$ cat src/rtl/fir_coeff_pkg.sv
// Shared constants, types and reset coefficients for the FIR coefficient controller.
package fir_coeff_pkg;

  localparam int unsigned NUM_TAPS    = 17;
  localparam int unsigned COEFF_WIDTH = 8;
  localparam int unsigned ADDR_WIDTH  = $clog2(NUM_TAPS);
  // Settle counter must reach NUM_TAPS-1.
  localparam int unsigned CNT_WIDTH   = (NUM_TAPS > 2) ? $clog2(NUM_TAPS) : 1;

  typedef logic signed [COEFF_WIDTH-1:0] coeff_t;

  localparam coeff_t DEFAULT_COEFFS [NUM_TAPS] = '{
    -8'sd1, -8'sd2, -8'sd2, 8'sd0, 8'sd6, 8'sd13, 8'sd21, 8'sd27, 8'sd29,
    8'sd27, 8'sd21, 8'sd13, 8'sd6, 8'sd0, -8'sd2, -8'sd2, -8'sd1
  };

  typedef enum logic [1:0] {
    StIdle,
    StSwap,
    StSettle
  } state_e;

endpackage

$ cat src/rtl/fir_coeff_bank.sv
// Shadow/active coefficient register banks; commit copies the whole shadow into active.
module fir_coeff_bank
  import fir_coeff_pkg::*;
(
  input  logic                            clk_i,
  input  logic                            rst_i,
  input  logic                            we_i,
  input  logic [ADDR_WIDTH-1:0]           waddr_i,
  input  coeff_t                          wdata_i,
  input  logic                            commit_i,
  output logic [NUM_TAPS*COEFF_WIDTH-1:0] coeffs_o
);

  coeff_t shadow_q [NUM_TAPS];
  coeff_t active_q [NUM_TAPS];

  always_ff @(posedge clk_i) begin
    if (rst_i) begin
      shadow_q <= DEFAULT_COEFFS;
      active_q <= DEFAULT_COEFFS;
    end else begin
      for (int unsigned i = 0; i < NUM_TAPS; i++) begin
        if (we_i && (waddr_i == ADDR_WIDTH'(i))) begin
          shadow_q[i] <= wdata_i;
        end
        if (commit_i) begin
          active_q[i] <= shadow_q[i];
        end
      end
    end
  end

  for (genvar g = 0; g < NUM_TAPS; g++) begin : g_flat
    assign coeffs_o[g*COEFF_WIDTH +: COEFF_WIDTH] = active_q[g];
  end

endmodule

$ cat src/rtl/fir_coeff_ctrl.sv
// Run-time coefficient controller: config channel, bank swap FSM and FIR input gating.
module fir_coeff_ctrl
  import fir_coeff_pkg::*;
(
  input  logic                            s00_axis_aclk,
  input  logic                            s00_axis_areset,
  input  logic                            cfg_valid,
  output logic                            cfg_ready,
  input  logic                            cfg_commit,
  input  logic [ADDR_WIDTH-1:0]           cfg_addr,
  input  logic [COEFF_WIDTH-1:0]          cfg_data,
  output logic                            cfg_err,
  input  logic                            up_tvalid,
  output logic                            up_tready,
  output logic                            fir_tvalid,
  input  logic                            fir_tready,
  output logic [NUM_TAPS*COEFF_WIDTH-1:0] coeffs,
  output logic                            settling,
  output logic                            busy
);

  state_e               state_q, state_d;
  logic [CNT_WIDTH-1:0] cnt_q, cnt_d;
  logic                 cfg_err_q;

  logic hold, accept, cfg_fire, wr_fire, addr_ok;

  // Hold the stream for the swap cycle so no sample straddles the bank change.
  assign hold       = (state_q == StSwap);
  assign fir_tvalid = up_tvalid & ~hold;
  assign up_tready  = fir_tready & ~hold;
  assign accept     = fir_tvalid & fir_tready;

  assign cfg_ready = (state_q == StIdle) & ~s00_axis_areset;
  assign cfg_fire  = cfg_valid & cfg_ready;
  assign wr_fire   = cfg_fire & ~cfg_commit;
  assign addr_ok   = (cfg_addr < ADDR_WIDTH'(NUM_TAPS));

  assign cfg_err  = cfg_err_q;
  assign settling = (state_q == StSettle) & ~s00_axis_areset;
  assign busy     = (state_q != StIdle) & ~s00_axis_areset;

  always_comb begin
    state_d = state_q;
    cnt_d   = cnt_q;
    case (state_q)
      StIdle: begin
        if (cfg_fire && cfg_commit) begin
          state_d = StSwap;
        end
      end
      StSwap: begin
        cnt_d   = '0;
        state_d = (NUM_TAPS == 1) ? StIdle : StSettle;
      end
      StSettle: begin
        if (accept) begin
          cnt_d = cnt_q + 1'b1;
          if (cnt_q == CNT_WIDTH'(NUM_TAPS - 2)) begin
            state_d = StIdle;
          end
        end
      end
      default: state_d = StIdle;
    endcase
  end

  always_ff @(posedge s00_axis_aclk) begin
    if (s00_axis_areset) begin
      state_q   <= StIdle;
      cnt_q     <= '0;
      cfg_err_q <= 1'b0;
    end else begin
      state_q <= state_d;
      cnt_q   <= cnt_d;
      if (wr_fire && !addr_ok) begin
        cfg_err_q <= 1'b1;
      end
    end
  end

  fir_coeff_bank u_bank (
    .clk_i    (s00_axis_aclk),
    .rst_i    (s00_axis_areset),
    .we_i     (wr_fire & addr_ok),
    .waddr_i  (cfg_addr),
    .wdata_i  (coeff_t'(cfg_data)),
    .commit_i (hold),
    .coeffs_o (coeffs)
  );

endmodule

$ cat config.mk
export PLATFORM = sky130hd
export DESIGN_NAME = fir_coeff_ctrl
export DESIGN_NICKNAME = d
export VERILOG_FILES = /design/src/rtl/fir_coeff_pkg.sv /design/src/rtl/fir_coeff_bank.sv /design/src/rtl/fir_coeff_ctrl.sv
export SDC_FILE = /design/constraint.sdc
export NUM_CORES = 1
export LEC_CHECK = 0
export ABC_AREA = 1
export CAP_MARGIN = 20
export CORE_AREA = 2 2 157 159
export DETAILED_ROUTE_END_ITERATION = 10
export DIE_AREA = 0 0 159 161
export PLACE_DENSITY = 0.65
export SYNTH_ARGS = -nofsm -noshare
export SYNTH_HDL_FRONTEND = slang
export SYNTH_HIERARCHICAL = 1
export SYNTH_SLANG_ARGS = --single-unit
$ cat constraint.sdc
create_clock -name s00_axis_aclk -period 2.6 [get_ports s00_axis_aclk]
set_input_delay 0.78 -clock s00_axis_aclk [delete_from_list [all_inputs] [get_ports s00_axis_aclk]]
set_output_delay 0.78 -clock s00_axis_aclk [all_outputs]
set_load 0.02 [all_outputs]
# --- Yosys cells after proc, flatten, opt, wreduce, memory -nomap -nowiden ---
# Index checks and enable logic that the tools add are counted.
word_totals:
  ff_bits: 280
  latchBits: 0
  ramBits: 0
  romBits: 0
  wordCells: 105
  n_memories: 0
classes:
  add_sub_neg: 1
  multipliers: 0
  n_div: 0
  order_cmp: 1
  n_eq_ne: 22
  shifts: 0
  n_mux: 6
  bitwise: 12
  reduce_logical: 26
ops:
  columns: ["op", "n"]
  rows:
  - ["$eq A5 B4 Y1 const B", 9]
  - ["$eq A5 B3 Y1 const B", 4]
  - ["$logic_and A1 B1 Y1", 19]
  - ["$eq A5 B2 Y1 const B", 2]
  - ["$pmux W5 S2", 1]
  - ["$and A1 B1 Y1", 9]
  - ["$mux W2", 3]
  - ["$pmux W2 S3", 1]
  - ["$add A5 B1 Y5 const B", 1]
  - ["$eq A5 B1 Y1 const B", 1]
  - ["$eq A5 B5 Y1 const B", 1]
  - ["$logic_not A5 Y1", 1]
  - ["$lt A5 B5 Y1 const B", 1]
  - ["$mux W5", 1]
  - ["$ne A2 B1 Y1 const B", 2]
  - ["$reduce_bool A2 Y1", 2]
  - ["$not A1 Y1", 3]
  - ["$reduce_and A3 Y1", 1]
  - ["$eq A2 B1 Y1 const B", 1]
  - ["$eq A2 B2 Y1 const B", 1]
  - ["$logic_not A2 Y1", 1]
  - ["$ne A2 B2 Y1 const B", 1]
  - ["$reduce_and A2 Y1", 1]
  - ["$logic_not A1 Y1", 1]

# --- Depth between registers and ports, before layout ---
# Gate-level depths: netlist of the first run.
depth:
  depth_word: 6
  depth_mapped: 11
  ltp_nobuf: 9

# --- Modules after synthesis ---
# Netlist of the first run, hierarchy kept.
by_module_without_submodules:
  columns: ["mod", "instances", "cells_each", "area_each_um2", "seq_area_each_um2"]
  rows:
  - ["fir_coeff_bank", 1, 1356, 10067.2, 5445.2]
  - ["fir_coeff_ctrl", 1, 67, 490.5, 160.2]

# --- Worst setup path before layout of the first run ---
# Ideal clock, no wire load.
synth_path:
  path_kind: "in2reg"
  from: "input s00_axis_areset"
  to: "register u_bank/shadow_q[96] in the netlist's numbering"
  setup_time_ns: 0.110
  t_arrival_ns: 2.114
  t_required_ns: 2.490
  slack_ns: 0.376
  stages: 10
  path_buffers: 2
  path_cell_list: "buf_2 > inv_1 > nand4_1 > a21oi_1 > nand2_1 > nor2_2 > buf_2 > nand3_1 > nand2_1 > nor2_1"
synth_via:
  elab_chain_len: 6
synth_lines:
  columns: ["item", "line", "source"]
  rows:
  - ["from (decl)", "fir_coeff_ctrl.sv:6", "input logic s00_axis_areset,"]
  - ["$not A1 Y1", "fir_coeff_ctrl.sv:34", "assign cfg_ready = (state_q == StIdle) & ~s00_axis_areset;"]
  - ["$and A1 B1 Y1", "fir_coeff_ctrl.sv:34", null]
  - ["$and A1 B1 Y1", "fir_coeff_ctrl.sv:35", "assign cfg_fire = cfg_valid & cfg_ready;"]
  - ["$and A1 B1 Y1", "fir_coeff_ctrl.sv:36", "assign wr_fire = cfg_fire & ~cfg_commit;"]
  - ["$and A1 B1 Y1", "fir_coeff_ctrl.sv:85", ".we_i (wr_fire & addr_ok),"]
  - ["$logic_and A1 B1 Y1", "fir_coeff_bank.sv:23", "if (we_i && (waddr_i == ADDR_WIDTH'(i))) begin"]
  - ["to (signal, indexed assignment)", "fir_coeff_bank.sv:24", "shadow_q[i] <= wdata_i;"]
  - ["to (decl)", "fir_coeff_bank.sv:14", "coeff_t shadow_q [NUM_TAPS];"]
# Parallel ways exist; a longest one is shown, timed or not.
# A chain may end at the register's enable or synchronous reset.

# --- Worst setup path in the final report of the first run ---
layout_path:
  from: "input up_tvalid"
  to: "output fir_tvalid"
layout_via:
  elab_chain_len: 1
layout_lines:
  columns: ["item", "line", "source"]
  rows:
  - ["from (decl)", "fir_coeff_ctrl.sv:13", "input logic up_tvalid,"]
  - ["$and A1 B1 Y1", "fir_coeff_ctrl.sv:30", "assign fir_tvalid = up_tvalid & ~hold;"]
  - ["to (decl)", "fir_coeff_ctrl.sv:15", "output logic fir_tvalid,"]
# No other way between the ends.

==> impl_metrics.json, run 1 <==
{
  "cts_tree": "built",
  "antennaDiodeCount": 0,
  "synthTopCellsByArea": "dfxtp_1 (53%), nand2_1 (13%), nand3_1 (13%)",
  "first_pass_iters": 7,
  "top_level_ports": 161,
  "synth_adder_area_share_pct": 0.237,
  "yosys.area.top_type": "dfxtp_1",
  "routed.top_layer": "met4",
  "stdcell_area_mm2": 0.0140,
  "post-route-period-util_pct": 96.7,
  "power_leakage_nw": 6.38,
  "maxCapViolCount": 0,
  "synth_compound_area_share_pct": 6.28,
  "worst_pin_slew_ns": 0.772,
  "vias": 9467,
  "design.die.area_mm2": 0.0256,
  "skew_ns": 0.00980,
  "rsz0062_at_grt": "false",
  "crit_type": "in2out",
  "min_period_ns": 2.51,
  "netlist_instances": 1423,
  "grt.total_usage_pct": 21.7,
  "setup_viol": 0,
  "synthMuxAreaShare_pct": 0,
  "cp.buffers_inverters": 3,
  "ys_seq_area_share_pct": 53.1,
  "cts.sinks": 280,
  "fmax_ghz": 0.398,
  "postRouteAntennaNets": 0,
  "hpwl_mm": 18.7,
  "drtIter0Drc": 685,
  "nets": 1622,
  "pwr-share-comb_pct": 9.3,
  "holdWs_ns": 0.455,
  "swShare_pct": 23.3,
  "status": "complete, no violations",
  "p_sw_w": 0.00227,
  "hold_class": "reg2reg",
  "relSlewSlack_pct": 48.5,
  "required_ns": 1.82,
  "startpoint_type": "primary input",
  "seq_power_share_pct": 46.1,
  "grt_max_degree": 193,
  "path_max_fanout": 2,
  "htreeDepth": 1,
  "clk_latency_ns": 0.54,
  "start_util_pct": 44.1,
  "syn_avg_cell_area_um2": 7.42,
  "grt_overflow": 0,
  "powerDensity_mw_per_mm2": 694,
  "cpPeakStageDelay_ns": 0.49,
  "coreArea_mm2": 0.0240,
  "met3_length_mm": 1.68,
  "fp-row-count": 57,
  "syn_nets": 1444,
  "yosysWarningCount": 6,
  "critPathTopFamily": "buffers and inverters",
  "synth-simple-area-share_pct": 31.7,
  "cts-hold-fix-buffers": 0,
  "fin_cells": 1946,
  "grt_pass1_wl_mm": 46.1,
  "die_w_um": 159,
  "worst_ep_arrival_time_ns": 1.73,
  "drc": 0,
  "path_clk_slew_ns": 0.05,
  "drive_above_1_share_pct": 9.49,
  "netlist.area_leader.share_pct": 53.1,
  "synth-seq-cells": 280,
  "met2_wirelength_mm": 12.6,
  "fin_util_pct": 58.4,
  "syn_to_final_growth_pct": 32.5,
  "p_int_w": 0.00744,
  "dieHeight_um": 161,
  "synth_top_family_by_area": "simple AND/OR/NAND/NOR gates",
  "p_clk_share_pct": 44.6,
  "cts_buffers": 29,
  "cts_setup_buffers": 0,
  "wire_per_inst_um": 14.6,
  "synth_cell_types": 22,
  "drv_slew": 0,
  "grt_pass1_vias": 8795,
  "antenna_found_initial": 0,
  "crit_path_cell_trace": "clkdlybuf4s50_1 -> inv_1 -> nor2_1 -> dlygate4sd2_1",
  "ir_worst_vdd_mv": 0.389,
  "gp_congestion": 0.832,
  "viasPerCell": 4.86,
  "wl_mm": 28.4,
  "placedCellCount": 1894,
  "place_area_mm2": 0.0130,
  "port_buffers": 160,
  "endpoint_kind": "output port",
  "clock-root-buffer": "clkbuf_16",
  "cts.path.max_buffers": 3,
  "netlist_area_mm2": 0.0106,
  "slowest_stage": "clkdlybuf4s50_1",
  "met1_length_mm": 13.6,
  "synth-xor-area-share_pct": 0,
  "hold_viol": 0
}
[synthesized netlist by cell type (all sizes together)]
| library cell | instances |
|---|---|
| ha | 2 |
| a21boi | 1 |
| nor3 | 2 |
| inv | 133 |
| buf | 46 |
| clkinv | 4 |
| nand3 | 275 |
| nand2 | 378 |
| dfxtp | 280 |
| clkbuf | 46 |
| nor2 | 125 |
| o21ai | 68 |
| nand4 | 3 |
| a21oi | 60 |
[power by group through the flow]
stage	combinational [W]	sequential, W	clock (W)
2_1_floorplan	0.000337	0.00469	0
5_1_grt	0.000982	0.00449	0.00459
3_3_place_gp	0.000905	0.00457	0
4_1_cts	0.000912	0.00447	0.00440
6_report	0.000906	0.00447	0.00433
3_5_place_dp	0.000910	0.00457	0
[cell type report]
type | count | area [um^2]
Inverter | 137 | 527
Clock inverter | 9 | 151
Clock buffer | 43 | 858
Timing Repair Buffer | 239 | 2400
Multi-Input combinational cell | 914 | 4040
Fill cell | 2241 | 9970
Tap cell | 324 | 405
Sequential cell | 280 | 5610
[routing by layer]
metal | global-route usage (%) | vias up
met5 | 0 | -
met1 | 30.9 | 4289
met2 | 34.5 | 263
met3 | 3.54 | 41
li1 | - | 4874
met4 | 5.25 | 0
[sequential cells by signal, summed over array words and instances (netlist names)]
name and flops:
u_bank/shadow_q 136, state_q 2, cfg_err 1, cnt_q 5
u_bank/coeffs_o 136
[through the flow]
step | total power (W) | TNS [ns] | setup slack (ns)
finish | 0.00971 | 0 | 0.0859
CTS | 0.00978 | 0 | 0.0120
detailed placement | 0.00548 | -28.09 | -0.318
global placement | 0.00547 | -21.47 | -0.307
global route | 0.0101 | 0 | 0.0406
floorplan | 0.00503 | 0 | 0.376
[worst reg2reg max path, cell delays in order, from the launching register on]
cell and delay, ns:
dfxtp_1 0.46, nand2_2 0.19, inv_4 0.11, buf_12 0.52, inv_2 0.20, buf_4 0.32
nor2_1 0.21, nor2_1 0.06
[final timing paths]
kind                      start                  end  slack, ns  depth (start not counted)
max                   up_tvalid           fir_tvalid       0.09                          4
min          u_bank/coeffs_o[7]   u_bank/coeffs_o[7]       0.46                          2
max reg2reg          state_q[0]  u_bank/coeffs_o[61]       0.43                          7
min reg2reg  u_bank/coeffs_o[7]   u_bank/coeffs_o[7]       0.46                          2
[cell usage in the layout (no fill, tap or decap)]
master / netlist / final
a21oi_2: 4 / 4
clkbuf_1: 46 / 6
bufinv_16: 0 / 4
clkdlybuf4s50_1: 0 / 154
dlygate4sd2_1: 0 / 3
a21oi_1: 56 / 56
dlymetal6s2s_1: 0 / 1
nand4_1: 2 / 2
buf_4: 0 / 62
nand2_2: 5 / 5
ha_1: 2 / 2
clkdlybuf4s15_2: 0 / 1
inv_2: 3 / 3
buf_12: 0 / 17
dfxtp_1: 280 / 280
nand3_1: 275 / 275
clkinv_2: 0 / 3
clkbuf_16: 0 / 29
nand4_4: 1 / 1
nand2_1: 373 / 373
clkbuf_8: 0 / 8
clkinv_1: 3 / 3
o21ai_0: 65 / 65
clkbuf_2: 0 / 1
inv_4: 0 / 1
nor3_2: 2 / 2
o21ai_1: 3 / 3
inv_1: 130 / 128
nor2_1: 119 / 116
a21boi_1: 1 / 1
clkinv_4: 1 / 2
inv_6: 0 / 1
nor2_2: 6 / 9
clkinvlp_4: 0 / 1
[what timing repair did]
item	4_1_cts	5_1_grt
resized for setup	8	2
endpoints found under the hold margin	0	0
setup endpoints to repair	5	3
[cells by family after synthesis]
| family | after synthesis |
|---|---|
| DFF | 280 |
| AOI/OAI and AO/OA | 129 |
| buffers and inverters | 229 |
| adders and majority gates | 2 |
| and+or+nand+nor | 783 |
Power figures use the tool's default switching activity.
==> run 2, diff against run 1 <==
--- a/config.mk
+++ b/config.mk
@@ -7,10 +7,10 @@
 export LEC_CHECK = 0
 export ABC_AREA = 1
 export CAP_MARGIN = 20
-export CORE_AREA = 2 2 157 159
+export CORE_AREA = 2 2 119 208
 export DETAILED_ROUTE_END_ITERATION = 10
-export DIE_AREA = 0 0 159 161
-export PLACE_DENSITY = 0.65
+export DIE_AREA = 0 0 121 210
+export PLACE_DENSITY = 0.66
 export SYNTH_ARGS = -nofsm -noshare
 export SYNTH_HDL_FRONTEND = slang
 export SYNTH_HIERARCHICAL = 1
==> run 2 against run 1 <==
Routed wire length rose by 2.0%. First-iteration DRC count down 21%. Register-to-register slack improved by 0.04 ns. Final cell count fell by 1.4%. Via count rose by 0.74%. Largest power group unchanged. Worst hold slack worse by 0.0026 ns. Worst setup slack about the same. Clock skew is 0.0040 ns lower. Power shrank 7.7%. Combinational power shrank 2%. Largest cell class unchanged. Utilization down 0.79 points. Fmax hardly changed.
==> impl_metrics.json, run 2 (same netlist as run 1, synthesis figures left out) <==
{
  "first_pass_iters": 5,
  "layout_commonest_cell": "nand2_1",
  "setup_viol": 0,
  "hp-start": "u_bank/coeffs_o[12]",
  "p_clk_share_pct": 40.2,
  "vias": 9537,
  "hold_class": "reg2reg",
  "hold_viol": 0,
  "status": "complete, no violations",
  "syn_to_final_growth_pct": 29.5,
  "drive_above_1_share_pct": 8.94,
  "min_period_ns": 2.51,
  "maxCapViolCount": 0,
  "design.die.area_mm2": 0.0254,
  "path_max_fanout": 2,
  "grt_pass1_vias": 9046,
  "r2r-start": "state_q[0]",
  "antenna_found_initial": 1,
  "path_clk_slew_ns": 0.06,
  "crit_type": "in2out",
  "r2r.worst_path.cells": 9,
  "worst_ep_arrival_time_ns": 1.73,
  "fp-row-count": 75,
  "startpoint_type": "primary input",
  "drtIter0Drc": 544,
  "placedCellCount": 1876,
  "pwr-share-comb_pct": 9.9,
  "ir_worst_vdd_mv": 0.444,
  "multiInputGateArea_mm2": 0.00404,
  "nets": 1616,
  "p_int_w": 0.00677,
  "hold_depth": 2,
  "port_buffers": 160,
  "cts_tree": "built",
  "regArea_mm2": 0.00561,
  "grt_max_degree": 193,
  "gp_congestion": 0.850,
  "cts.path.max_buffers": 3,
  "required_ns": 1.82,
  "post-route-period-util_pct": 96.7,
  "die_w_um": 121,
  "grt_overflow": 0,
  "top_level_ports": 161,
  "wl_mm": 28.9,
  "hpwl_mm": 19.7,
  "p_sw_w": 0.00218,
  "clk_latency_ns": 0.53,
  "endpoint_kind": "output port",
  "r2r_setup_slack_ns": 0.47,
  "power_leakage_nw": 6.24,
  "viasPerCell": 4.97,
  "cts.sinks": 280,
  "finalSetupTns_ns": 0,
  "wire_per_inst_um": 15.1,
  "fin_cells": 1919,
  "powerDensity_mw_per_mm2": 655,
  "cts_setup_buffers": 0,
  "drc": 0,
  "fill_cells": 2271,
  "clock-root-buffer": "clkbuf_16",
  "dieHeight_um": 210,
  "cts_buffers": 25,
  "htreeDepth": 1,
  "swShare_pct": 24.4,
  "drv_slew": 0,
  "r2r_end": "u_bank/shadow_q[73]",
  "postRouteAntennaNets": 0,
  "start_util_pct": 44.5,
  "final_cell_mix": "nand2_1 (373), dfxtp_1 (279), nand3_1 (275)",
  "coreArea_mm2": 0.0237,
  "fmax_ghz": 0.398,
  "grt.total_usage_pct": 22.7,
  "seq_power_share_pct": 49.9,
  "relSlewSlack_pct": 46.9,
  "rsz0062_at_grt": "false",
  "hold_end": "u_bank/coeffs_o[12]",
  "skew_ns": 0.00581,
  "worst_pin_slew_ns": 0.796,
  "grt_pass1_wl_mm": 46.3
}
## run 2: changes by cell type in the layout (fill, tap and decap cells not counted), moves of 2 or more
cell	previous run	this run
clkbuf_8	8	5
clkbuf_16	29	25
buf_12	17	12
buf_4	62	65
bufinv_16	4	1
dlygate4sd2_1	3	5
clkbuf_1	6	4
## run 2: final cells by class
cell class,instances,area share (%)
timing repair buffer,237,17.0
multi-input combinational,914,29.6
clock inverter,8,0.567
inverter,137,3.85
tap,308,2.82
clock buffer,34,5.19
sequential,280,41.0
antenna,1,0.0183
## run 2: how the worst max path moves through the flow
stage / startpoint / endpoint / slack, ns / depth (start not counted)
after floorplan: s00_axis_areset / u_bank/shadow_q[96] / 0.38 / 10
after global placement: s00_axis_areset / settling / -0.37 / 3
after detailed placement: s00_axis_areset / u_bank/shadow_q[72] / -0.40 / 10
after CTS: fir_tready / up_tready / 0.09 / 4
after global routing: fir_tready / up_tready / 0.01 / 4
final: fir_tready / up_tready / 0.09 / 4
## run 2: layer usage
metal | GRT usage (%) | share of wire, % | vias to the layer above
met3 | 2.44 | 4.0 | 61
li1 | - | - | 4845
met2 | 41.2 | 52 | 231
met5 | 0 | 0 | -
met4 | 9.82 | 3.8 | 0
met1 | 26.7 | 40 | 4400
## run 2: worst max-delay path: stages
cell             delay, ns
clkdlybuf4s50_1       0.48
inv_1                 0.04
nor2_1                0.09
dlygate4sd2_1         0.34
## run 2: per-stage QoR
step | util, % | hold WS (ns) | cell area [um^2] | power [W] | setup slack, ns
after floorplan | - | 0.429 | 10600 | 0.00503 | 0.376
after global placement | 54.3 | 0.439 | 12900 | 0.00545 | -0.368
after detailed placement | 54.3 | 0.443 | 12900 | 0.00546 | -0.397
after CTS | 57.6 | 0.460 | 13700 | 0.00905 | 0.0859
after global routing | 57.6 | 0.474 | 13700 | 0.00929 | 0.00967
final | 57.6 | 0.452 | 13700 | 0.00896 | 0.0860
## run 2: power by group through the flow
| stage | logic, W | clock network, W | registers, W |
|---|---|---|---|
| after floorplan | 0.000337 | 0 | 0.00469 |
| after global placement | 0.000886 | 0 | 0.00457 |
| after detailed placement | 0.000893 | 0 | 0.00457 |
| after CTS | 0.000894 | 0.00368 | 0.00447 |
| after global routing | 0.000964 | 0.00385 | 0.00448 |
| final | 0.000887 | 0.00360 | 0.00447 |
## run 2: timing repair
action,4_1_cts,5_1_grt
resized for setup,9,0
endpoints found under the setup margin,5,0
hold buffers,0,0
